**config.mk**
```make
export PLATFORM = sky130hd
export DESIGN_NAME = mul_seq
export DESIGN_NICKNAME = d
export VERILOG_FILES = /design/src/rtl/mul_seq.sv
export SDC_FILE = /design/constraint.sdc
export NUM_CORES = 1
export LEC_CHECK = 0
export ABC_AREA = 1
export BUFFER_PORTS_ARGS = -buffer_cell sky130_fd_sc_hd__buf_2
export CAP_MARGIN = 40
export CORE_MARGIN = 2
export CORE_UTILIZATION = 30
export DETAILED_ROUTE_END_ITERATION = 12
export SLEW_MARGIN = 30
export SYNTH_ARGS = -nofsm -noshare
export SYNTH_HDL_FRONTEND = slang
export SYNTH_SLANG_ARGS = --single-unit
```
**constraint.sdc**
```tcl
create_clock -name clk -period 1.8 [get_ports clk]
set_input_delay 0.27 -clock clk [delete_from_list [all_inputs] [get_ports clk]]
set_output_delay 0.27 -clock clk [all_outputs]
set_load 0.02 [all_outputs]
```
**src/rtl/mul_seq.sv**
```systemverilog
// mul_seq: sequential shift-add unsigned multiplier, one operation in flight.
//
// Multiplies two WIDTH-bit operands into a 2*WIDTH-bit product by testing
// one multiplier bit per iteration (test / optional add / shift). With the
// default WIDTH=4 the 8-bit product feeds a bit-serial square-root stage
// directly, and y_ready serves as that stage's input strobe.
//
// Optional build macro: MUL_SEQ_EARLY_EXIT_EN
//   When defined, an operation also finishes as soon as the remaining
//   multiplier bits are all zero. The result is unchanged; only the
//   latency is shorter.
//
// Ports:
//   clk       system clock, rising edge
//   rst       synchronous active-high reset
//   a_in      multiplicand, sampled when a start is accepted
//   b_in      multiplier, sampled when a start is accepted
//   ab_ready  start strobe, honoured only when idle
//   y_out     product, held until the next completion or reset
//   y_ready   high while y_out holds a valid result
//   busy      high whenever an operation is in progress
module mul_seq #(
    parameter int WIDTH = 4
) (
    input  logic               clk,
    input  logic               rst,
    input  logic [WIDTH-1:0]   a_in,
    input  logic [WIDTH-1:0]   b_in,
    input  logic               ab_ready,
    output logic [2*WIDTH-1:0] y_out,
    output logic               y_ready,
    output logic               busy
);

    localparam int PW = 2 * WIDTH;
    localparam int CW = $clog2(WIDTH + 1);

    typedef enum logic [1:0] {
        S0 = 2'd0,  // idle
        S1 = 2'd1,  // test current multiplier bit / finish
        S2 = 2'd2,  // add shifted multiplicand
        S3 = 2'd3   // shift operands, count down
    } state_t;

    state_t state, state_next;

    logic [PW-1:0]    a_r;
    logic [PW-1:0]    acc;
    logic [WIDTH-1:0] b_r;
    logic [CW-1:0]    cnt;

    logic load, add, shift, done, finish;

`ifdef MUL_SEQ_EARLY_EXIT_EN
    // No remaining multiplier bits set means no further adds can occur.
    assign finish = (cnt == '0) || (b_r == '0);
`else
    assign finish = (cnt == '0);
`endif

    // State register
    always_ff @(posedge clk) begin
        if (rst) state <= S0;
        else     state <= state_next;
    end

    // Next state and datapath controls
    always_comb begin
        state_next = state;
        load       = 1'b0;
        add        = 1'b0;
        shift      = 1'b0;
        done       = 1'b0;
        case (state)
            S0: if (ab_ready) begin
                    load       = 1'b1;
                    state_next = S1;
                end
            S1: if (finish) begin
                    done       = 1'b1;
                    state_next = S0;
                end else if (b_r[0]) begin
                    state_next = S2;
                end else begin
                    state_next = S3;
                end
            S2: begin
                    add        = 1'b1;
                    state_next = S3;
                end
            S3: begin
                    shift      = 1'b1;
                    state_next = S1;
                end
            default: state_next = S0;
        endcase
    end

    // Published result. A reset mid-operation simply never reaches 'done',
    // so no partial accumulator value escapes.
    always_ff @(posedge clk) begin
        if (rst) begin
            y_out   <= '0;
            y_ready <= 1'b0;
        end else if (load) begin
            y_ready <= 1'b0;
        end else if (done) begin
            y_out   <= acc;
            y_ready <= 1'b1;
        end
    end

    // Datapath: contents are don't-care while idle, so no reset.
    // The accumulator cannot overflow since the full product fits in PW bits.
    always_ff @(posedge clk) begin
        if (load) begin
            a_r <= {{WIDTH{1'b0}}, a_in};
            b_r <= b_in;
            acc <= '0;
            cnt <= CW'(WIDTH);
        end else if (add) begin
            acc <= acc + a_r;
        end else if (shift) begin
            a_r <= a_r << 1;
            b_r <= b_r >> 1;
            cnt <= cnt - CW'(1);
        end
    end

    assign busy = (state != S0);

endmodule

```
==> impl_metrics.py, run 1 <==
metrics = {
    "worst_hold_path": {
        "min_path_cells": 2,
        "holdCritPathClass": "input pin to flip-flop",
        "hold_end": "state[1]$_SDFFE_PP0P_",
        "holdCritStartpoint": "rst",
    },
    "critical_path": {
        "crit_buf_inv": 2,
        "required_ps": 1970,
        "critical_path_arrival_ps": 1780,
        "rr_startpoint": "acc[0]$_SDFFE_PP0P_",
        "cp_slowest_cell": "fa_1",
        "cp_max_fo": 3,
        "max_stage_delay_ps": 400,
        "critPathTopFamily": "adder cells",
        "r2r_setup_slack_ps": 190,
        "cp-end-kind": "flip-flop",
        "r2r-end": "acc[6]$_SDFFE_PP0P_",
        "reg2regPathDepth": 11,
        "worstSetupPathType": "flip-flop to flip-flop",
        "crit_path_start_kind": "flip-flop",
        "path_cells": "ha_1, inv_1, fa_1, inv_1, nand2_1, nand2_2, nand3b_4, nand3_1, nand2_1, nor2_1, nor2_1",
    },
    "timing": {
        "fmax_mhz": 621,
        "hold_slack_ps": 170,
        "setup_viol_count_final": 0,
        "hold_violations": 0,
        "worstMarginPinSlew_ps": 230,
        "post-route-min-period_ps": 1610,
        "fin_crit_sh_pct": 89.4,
        "finalClockSkew_ps": 5.09,
        "rsz0062_at_grt": "false",
        "max_slew_margin_pct": 84.6,
        "maxSlewViolCount": 0,
        "setup_tns_ps": 0,
    },
    "cells_and_area": {
        "fin_area_um2": 2040,
        "fin_util_pct": 36.6,
        "layout-drive-gt1-share_pct": 17.9,
        "nFillCells": 601,
        "antennaDiodeCount": 0,
        "finalNetCount": 276,
        "area_growth_pct": 16.3,
    },
    "pwr": {
        "power.total_mw": 1.98,
        "clkPwrFrac_pct": 26.6,
        "p_per_area_nw_per_um2": 970,
        "p_leak_nw": 0.993,
        "vdd_drop_max_uv": 366,
        "p_int_mw": 1.36,
        "switching_power_mw": 0.614,
        "combPwrFrac_pct": 25.6,
        "switching_share_pct": 31.1,
        "p_seq_share_pct": 47.8,
    },
    "synthesis": {
        "yosysWarnings": 0,
        "yosysTopAreaCell": "dfxtp_1",
        "ys_types": 26,
        "synthCells": 224,
        "synth.top_cell.area_share_pct": 29.7,
        "synth_edf_count": 8,
        "synth_async_sr_flop_share_pct": 0,
        "synth_area_leaders": "dfxtp_1 (30%), edfxtp_1 (14%), nand2_1 (9.9%)",
        "avgSynthCellArea_um2": 7.83,
        "synth_ff_type": "dfxtp_1",
        "ys_seq_area_share_pct": 43.4,
        "synth_area_um2": 1750,
        "synth_common_cells": "nand2_1 (46), nor2_1 (38), dfxtp_1 (26), inv_1 (26), ha_1 (13)",
        "yosysMostFrequentCell": "nand2_1",
        "synth_nets": 249,
        "ys_ff_latch": 34,
    },
    "run_status": {
        "outcome": "complete, no violations",
    },
    "floorplanning": {
        "dieArea_um2": 6470,
        "start_util_pct": 31.4,
        "fp.dieW_um": 80.4,
        "die_height_um": 80.4,
        "coreArea_um2": 5570,
        "rows": 27,
        "top_level_ports": 21,
    },
    "detailed_routing": {
        "drc": 0,
        "routed_via_density": 4.25,
        "vias": 1377,
        "drt_iter0_markers": 52,
        "wl_mm": 3.23,
        "avgRoutedWirePerCell_um": 9.98,
        "drt_first_pass_iters": 4,
        "final_antenna_net_count": 0,
    },
    "flow_run": {
        "max_cap_violations": 0,
    },
    "placed_design": {
        "gp_congestion": 0.747,
        "placed_area_um2": 1960,
        "io_buffers": 20,
        "dp_hpwl_mm": 2.55,
    },
    "grt": {
        "grt_remaining_overflow": 0,
        "first_global_vias": 1282,
        "grt_pass1_wl_mm": 5.73,
        "grt_max_degree": 15,
        "antenna_found_initial": 0,
        "grtUsageTotal_pct": 11.6,
    },
    "clock_network": {
        "clock_sinks": 34,
        "clk_latency_ps": 280,
        "cts_buffers": 5,
        "cts_tree": "built",
        "htree_levels": 2,
        "cts_max_path_buffers": 2,
        "clk_pin_slew_ps": 60,
        "root_buffer": "clkbuf_8",
    },
}
==> sequential cells by signal (all words and copies together) (netlist names) <==
name / flops
y_ready: 1
state: 2
y_out: 8
acc: 8
a_r: 8
b_r: 4
cnt: 3
==> stage by stage <==
step,instances,setup WS [ps]
after floorplan,224,118
after global placement,316,196
after detailed placement,316,147
after CTS,324,143
after global routing,324,36.0
final,324,190
==> worst reg2reg max path: stages, from the launching register on <==
cell	delay (ps)
dfxtp_1	360
ha_1	170
inv_1	50
fa_1	400
inv_1	70
nand2_1	50
nand2_2	90
nand3b_4	80
nand3_1	60
nand2_1	50
nor2_1	80
nor2_1	40
==> area by class of cell <==
| type | count | area (µm²) | area share, % |
|---|---|---|---|
| Tap cell | 72 | 90.1 | 4.42 |
| Clock buffer | 8 | 80.1 | 3.93 |
| Sequential cell | 34 | 761 | 37.3 |
| Multi-Input combinational cell | 154 | 851 | 41.7 |
| Timing Repair Buffer | 25 | 138 | 6.75 |
| Inverter | 31 | 119 | 5.83 |
==> power groups by stage <==
stage	Sequential [mW]	Combinational, mW	Clock, mW
6_report	0.946	0.506	0.525
5_1_grt	0.958	0.586	0.589
4_1_cts	0.947	0.513	0.548
3_5_place_dp	0.964	0.508	0
3_3_place_gp	0.962	0.502	0
2_1_floorplan	0.950	0.396	0
==> metal layers <==
metal / share of wire, % / wire length (µm) / GRT usage (%) / vias up
li1: - / - / - / 768
met1: 54 / 1730 / 15.8 / 588
met2: 41 / 1340 / 17.1 / 19
met3: 4.4 / 141 / 4.27 / 2
met4: 0.74 / 24 / 3.05 / 0
met5: 0 / 0 / 0 / -
==> kinds of logic (layout without fill, tap and decap cells) <==
family	Yosys count	in the layout	share of synthesized area, %
AND/OR/NAND/NOR	106	106	27.3
adder cells (fa/ha/maj)	14	14	10.4
XOR/XNOR	2	2	0.999
AO/OA/AOI/OAI	32	32	9.64
flip-flops	34	34	43.4
buffers and inverters	36	64	8.21
==> cells in the final DEF, fill, tap and decap left out <==
master,instances
nand2_1,45
nor2_1,38
inv_1,26
dfxtp_1,26
buf_2,20
ha_1,13
o21ai_0,11
a21oi_1,9
nand3_1,9
o21ai_1,8
edfxtp_1,8
clkbuf_8,5
buf_4,5
inv_2,4
nand2_2,4
nand3b_1,3
clkbuf_1,3
or2_4,2
xnor2_1,2
o211ai_1,2
nor2_2,1
nand3_2,1
nand3_4,1
inv_4,1
a211oi_1,1
or2_0,1
a31oi_1,1
nand3b_4,1
fa_1,1
==> what timing repair did <==
item	CTS	global route
resized for setup	0	1
setup endpoints to repair	0	1
hold buffers	0	0
setup buffers	0	0
==> how the worst max path moves through the flow <==
stage,start,to,cells after the start
after floorplan,state[0]$_SDFFE_PP0P_,a_r[0]$_SDFFCE_PN0P_,5
after global placement,acc[0]$_SDFFE_PP0P_,acc[6]$_SDFFE_PP0P_,11
after detailed placement,acc[0]$_SDFFE_PP0P_,acc[6]$_SDFFE_PP0P_,11
after CTS,acc[0]$_SDFFE_PP0P_,acc[6]$_SDFFE_PP0P_,11
after global routing,acc[0]$_SDFFE_PP0P_,acc[4]$_SDFFE_PP0P_,11
final,acc[0]$_SDFFE_PP0P_,acc[6]$_SDFFE_PP0P_,11
Power figures use the tool's default switching activity.
==> run 2, diff against run 1 <==
--- a/config.mk
+++ b/config.mk
@@ -5,7 +5,6 @@
 export SDC_FILE = /design/constraint.sdc
 export NUM_CORES = 1
 export LEC_CHECK = 0
-export ABC_AREA = 1
 export BUFFER_PORTS_ARGS = -buffer_cell sky130_fd_sc_hd__buf_2
 export CAP_MARGIN = 40
 export CORE_MARGIN = 2
==> run 2 against run 1 <==
Register-to-register slack lost 110 ps. Sequential power shrank 4.1%. Via count shrank 0.58%. Design area rose by 1.7%. Sequential share of layout area shrank 0.55 points. Maximum frequency down 6.6%. Die area down 1.7%. Total power decreased by 7.4%. Global-route usage increased by 0.52 points. Critical path type unchanged. Largest cell class unchanged.
==> impl_metrics.py, run 2 <==
metrics = {
    "run_status": {
        "outcome": "complete, no violations",
    },
    "synthesis": {
        "avgSynthCellArea_um2": 9.26,
        "synth_common_cells": "dfxtp_1 (26), nor2_1 (26), nand2_1 (21), mux2i_1 (14), ha_1 (13)",
        "ys_seq_area_share_pct": 44.2,
        "synth_edf_count": 8,
        "muxShareOfSynthArea_pct": 8.14,
        "synth_async_sr_flop_share_pct": 0,
        "synth_nets": 211,
        "yosysTopAreaCell": "dfxtp_1",
        "synthCells": 186,
        "ys_types": 39,
        "synth_top_family_by_area": "simple AND/OR/NAND/NOR gates",
        "synth.top_cell.area_share_pct": 30.2,
        "ys_ff_latch": 34,
        "synth-simple-area-share_pct": 19.8,
        "yosys.area_share.adder_pct": 10.6,
        "synth_area_leaders": "dfxtp_1 (30%), edfxtp_1 (14%), ha_1 (9.4%)",
        "yosysWarnings": 0,
        "synth-compound-area-share_pct": 12.0,
        "synthXorXnorAreaFrac_pct": 0.509,
        "synth_ff_type": "dfxtp_1",
        "synth_area_um2": 1720,
    },
    "clock_network": {
        "htree_levels": 2,
        "clk_latency_ps": 290,
        "clock_sinks": 34,
        "cts-resized-gates": 0,
        "cts_hold_buf": 0,
        "root_buffer": "clkbuf_8",
        "cts_max_path_buffers": 2,
        "postCtsSetupRepairBufs": 0,
        "cts_buffers": 5,
        "cts_tree": "built",
        "clk_pin_slew_ps": 70,
    },
    "critical_path": {
        "worstSetupPathType": "flip-flop to flip-flop",
        "cp_max_fo": 3,
        "critical_path_arrival_ps": 1910,
        "cp-end-kind": "flip-flop",
        "cp_slowest_cell": "edfxtp_1",
        "max_stage_delay_ps": 440,
        "r2r_setup_slack_ps": 80,
        "path_cells": "ha_4, inv_1, fa_2, nor2b_2, o21a_1, or3_1, nand3_1, a21oi_2",
        "required_ps": 1980,
        "reg2regPathDepth": 8,
        "crit_path_start_kind": "flip-flop",
    },
    "floorplanning": {
        "coreArea_um2": 5540,
        "dieArea_um2": 6360,
        "fp.dieW_um": 79.8,
        "die_height_um": 79.8,
        "start_util_pct": 31.1,
        "top_level_ports": 21,
        "rows": 27,
    },
    "timing": {
        "hold_violations": 0,
        "post-route-min-period_ps": 1720,
        "setup_tns_ps": 0,
        "fin_crit_sh_pct": 95.8,
        "worstMarginPinSlew_ps": 429,
        "max_slew_margin_pct": 71.3,
        "rsz0062_at_grt": "false",
        "maxSlewViolCount": 0,
        "finalClockSkew_ps": 5.56,
        "setup_viol_count_final": 0,
        "fmax_mhz": 580,
    },
    "cells_and_area": {
        "reg_top3": "a_r: 8 flops, acc: 8 flops, y_out: 8 flops",
        "layout-drive-gt1-share_pct": 22.3,
        "finalNetCount": 239,
        "nFillCells": 596,
        "area_growth_pct": 20.3,
        "antennaDiodeCount": 0,
        "most-common-layout-cells": "nor2_1 (25), dfxtp_1 (25), nand2_1 (21)",
        "fin_util_pct": 37.4,
    },
    "grt": {
        "grtUsageTotal_pct": 12.1,
        "antenna_found_initial": 0,
        "grt_max_degree": 12,
        "grt_remaining_overflow": 0,
        "grt_pass1_wl_mm": 5.90,
        "first_global_vias": 1347,
    },
    "placed_design": {
        "dp_hpwl_mm": 2.67,
        "gp_congestion": 0.817,
        "io_buffers": 20,
    },
    "detailed_routing": {
        "drt_iter0_markers": 60,
        "avgRoutedWirePerCell_um": 12.1,
        "drt_first_pass_iters": 4,
        "routed_via_density": 4.77,
        "final_antenna_net_count": 0,
        "wl_mm": 3.46,
        "drc": 0,
        "vias": 1369,
    },
    "pwr": {
        "p_per_area_nw_per_um2": 883,
        "p_leak_nw": 0.863,
        "vdd_drop_max_uv": 513,
    },
    "worst_hold_path": {
        "holdCritPathClass": "input pin to flip-flop",
        "min_path_cells": 3,
    },
    "flow_run": {
        "max_cap_violations": 0,
    },
}
run 2: final cells by class:
cell class | count | area [µm²] | area share, %
Tap cell | 72 | 90.1 | 4.35
Multi-Input combinational cell | 132 | 917 | 44.3
Clock buffer | 6 | 72.6 | 3.50
Clock inverter | 2 | 8.76 | 0.423
Sequential cell | 34 | 762 | 36.8
Inverter | 13 | 48.8 | 2.36
Timing Repair Buffer | 28 | 173 | 8.33
run 2: per-layer routing:
metal,vias to the layer above,GRT usage [%],routed length [µm]
met3,9,3.05,129
met2,28,19.3,1510
met5,-,0,0
met4,0,5.93,76
li1,702,-,-
met1,630,15.2,1740
run 2: worst max-delay path: cells and delay by family, from the launching register on:
family                     cells  cell delay, ps
DFF                            1             440
adders and majority gates      2             410
AOI/OAI and AO/OA              2             240
buffers and inverters          1              70
and+or+nand+nor                3             470
run 2: cells by family after synthesis:
logic type                 Yosys count
xor gates and xnor gates             1
buffers and inverters               20
DFF                                 34
and+or+nand+nor                     72
AOI/OAI and AO/OA                   31
muxes                               14
adders and majority gates           14
run 2: worst paths after layout:
path | start | end
setup / recovery | a_r[0]$_SDFFCE_PN0P_ | acc[4]$_SDFFE_PP0P_
hold / removal | b_in[2] | b_r[2]$_DFFE_PP_
setup reg to reg | a_r[0]$_SDFFCE_PN0P_ | acc[4]$_SDFFE_PP0P_
hold reg to reg | cnt[1]$_SDFFE_PP0P_ | cnt[1]$_SDFFE_PP0P_
run 2: metrics by stage:
step / hold WS, ps / cells / cell area, µm² / power [mW] / worst slack [ps]
6_report: 243 / 287 / 2070 / 1.83 / 76.1
5_1_grt: 242 / 287 / 2070 / 1.95 / 3.11
4_1_cts: 235 / 287 / 2040 / 1.83 / 44.9
3_5_place_dp: 483 / 279 / 1950 / 1.30 / 64.9
3_3_place_gp: 466 / 279 / 1950 / 1.29 / 124
2_1_floorplan: 431 / 186 / 1720 / 1.18 / 56.6
run 2: where the power goes:
part	internal [mW]	switching [mW]	total (mW)
Clock	0.265	0.262	0.527
Combinational	0.160	0.236	0.396
Sequential	0.862	0.0444	0.907
Total	1.29	0.542	1.83
==> run 3, diff against run 2 <==
--- a/config.mk
+++ b/config.mk
@@ -10,6 +10,7 @@
 export CORE_MARGIN = 2
 export CORE_UTILIZATION = 30
 export DETAILED_ROUTE_END_ITERATION = 12
+export RECOVER_POWER = 25
 export SLEW_MARGIN = 30
 export SYNTH_ARGS = -nofsm -noshare
 export SYNTH_HDL_FRONTEND = slang
==> run 3 against run 2 <==
Clock power about the same. Non-clock buffer count is the same. Sequential cell count unchanged. Via count increased by 0.37%. Global-route usage stayed put. First-iteration DRC count stayed put. Largest cell class unchanged. Clock skew hardly changed. Critical path type unchanged. Hold slack hardly changed. Routed wire length is 0.61% higher. Count of clock-buffer cells in the layout unchanged.
==> impl_metrics.py, run 3 (synthesis results as in run 2) <==
metrics = {
    "grt": {
        "busiest_layer": "met2",
        "grtUsageTotal_pct": 12.1,
        "use_met2_pct": 19.3,
        "grt_pass1_wl_mm": 5.90,
        "grt_max_degree": 12,
        "antenna_found_initial": 0,
        "grt_remaining_overflow": 0,
        "grt_use_met1_pct": 15.2,
        "grt_util_met3_pct": 3.05,
        "first_global_vias": 1347,
    },
    "critical_path": {
        "crit_buf_inv": 1,
        "required_ps": 1980,
        "r2r_setup_slack_ps": 80,
        "critical_path_arrival_ps": 1910,
        "crit_path_start": "a_r[0]$_SDFFCE_PN0P_",
        "path_cells": "ha_4, inv_1, fa_2, nor2b_2, o21a_1, or3_1, nand3_1, a21oi_2",
        "cp-end-kind": "flip-flop",
        "rr_startpoint": "a_r[0]$_SDFFCE_PN0P_",
        "crit_path_start_kind": "flip-flop",
        "reg2regPathDepth": 8,
        "max_stage_delay_ps": 440,
        "worstSetupPathType": "flip-flop to flip-flop",
        "r2r-end": "acc[4]$_SDFFE_PP0P_",
        "cp_num_cells": 8,
        "timing.critical_path.to": "acc[4]$_SDFFE_PP0P_",
        "cp_slowest_cell": "edfxtp_1",
        "cp_max_fo": 3,
        "critPathTopFamily": "simple AND/OR/NAND/NOR gates",
    },
    "detailed_routing": {
        "drt_first_pass_iters": 4,
        "drt_iter0_markers": 60,
        "vias": 1374,
        "avgRoutedWirePerCell_um": 12.1,
        "wl_mm": 3.48,
        "final_antenna_net_count": 0,
        "routed_via_density": 4.79,
        "drc": 0,
    },
    "floorplanning": {
        "dieArea_um2": 6360,
        "top_level_ports": 21,
        "die_height_um": 79.8,
        "fp.dieW_um": 79.8,
        "start_util_pct": 31.1,
        "rows": 27,
        "coreArea_um2": 5540,
    },
    "timing": {
        "finalClockSkew_ps": 5.56,
        "setup_tns_ps": 0,
        "fmax_mhz": 580,
        "rsz0062_at_grt": "false",
        "setup_viol_count_final": 0,
        "hold_violations": 0,
        "hold_slack_ps": 243,
        "max_slew_margin_pct": 71.3,
        "post-route-min-period_ps": 1720,
        "worstMarginPinSlew_ps": 429,
        "maxSlewViolCount": 0,
        "fin_crit_sh_pct": 95.8,
    },
    "clock_network": {
        "postCtsSetupRepairBufs": 0,
        "htree_levels": 2,
        "cts_max_path_buffers": 2,
        "cts-resized-gates": 0,
        "clock_sinks": 34,
        "clk_pin_slew_ps": 70,
        "clk_latency_ps": 290,
        "cts_hold_buf": 0,
        "root_buffer": "clkbuf_8",
        "cts_buffers": 5,
        "cts_tree": "built",
    },
    "cells_and_area": {
        "nFillCells": 593,
        "reg_top3": "a_r: 8 flops, acc: 8 flops, y_out: 8 flops",
        "most-common-layout-cells": "nor2_1 (25), dfxtp_1 (25), nand2_1 (21)",
        "antennaDiodeCount": 0,
        "layout-drive-gt1-share_pct": 18.1,
        "seqCellArea_um2": 762,
        "area_growth_pct": 19.7,
        "multi_input_area_um2": 917,
        "finalNetCount": 239,
    },
    "pwr": {
        "p_leak_nw": 0.823,
        "power.total_mw": 1.83,
        "p_per_area_nw_per_um2": 888,
        "vdd_drop_max_uv": 513,
    },
    "placed_design": {
        "dp_hpwl_mm": 2.67,
        "gp_congestion": 0.817,
        "io_buffers": 20,
    },
    "flow_run": {
        "max_cap_violations": 0,
    },
    "run_status": {
        "outcome": "complete, no violations",
    },
    "worst_hold_path": {
        "min_path_cells": 3,
        "holdCritPathClass": "input pin to flip-flop",
    },
}
run 3: cell types whose count changed in the layout (fill, tap and decap cells not counted):
cell / delta
buf_2: -9
clkbuf_1: +9
run 3: layer usage:
layer | vias up | wire length, µm
met3 | 9 | 129
met4 | 0 | 76
li1 | 702 | -
met2 | 28 | 1510
met1 | 635 | 1760
met5 | - | 0
run 3: how the worst min path moves through the flow:
stage                     startpoint               endpoint  slack [ps]
2_1_floorplan                    rst  state[0]$_SDFFE_PP0P_         430
6_report                     b_in[2]       b_r[2]$_DFFE_PP_         240
3_3_place_gp     cnt[1]$_SDFFE_PP0P_    cnt[1]$_SDFFE_PP0P_         470
4_1_cts                      b_in[2]       b_r[2]$_DFFE_PP_         230
3_5_place_dp   y_out[6]$_SDFFE_PP0P_  y_out[6]$_SDFFE_PP0P_         480
5_1_grt                      b_in[0]       b_r[0]$_DFFE_PP_         240
run 3: worst min-delay path, delay by kind of cell:
| kind | cells | cell delay, ps |
|---|---|---|
| simple gates | 2 | 80 |
| buf+inv | 1 | 70 |
run 3: per-stage QoR:
| stage | std cells | util, % | instance area, µm² | setup WS (ps) |
|---|---|---|---|---|
| floorplan | 186 | - | 1720 | 56.6 |
| global placement | 279 | 35.3 | 1950 | 124 |
| detailed placement | 279 | 35.3 | 1950 | 64.9 |
| CTS | 287 | 36.7 | 2040 | 44.9 |
| finish | 287 | 37.2 | 2060 | 76.4 |
| global route | 287 | 37.2 | 2060 | 3.11 |
run 3: power breakdown:
group	internal, mW	total (mW)	switching [mW]
Clock	0.265	0.527	0.262
Sequential	0.862	0.907	0.0444
Combinational	0.160	0.396	0.236
run 3: layout make-up:
type	count	area share (%)
inverters	13	2.37
well taps	72	4.37
flip-flops and latches	34	37.0
clock inverters	2	0.425
repair buffers	28	7.83
multi-input cells	132	44.5
clock buffers	6	3.52
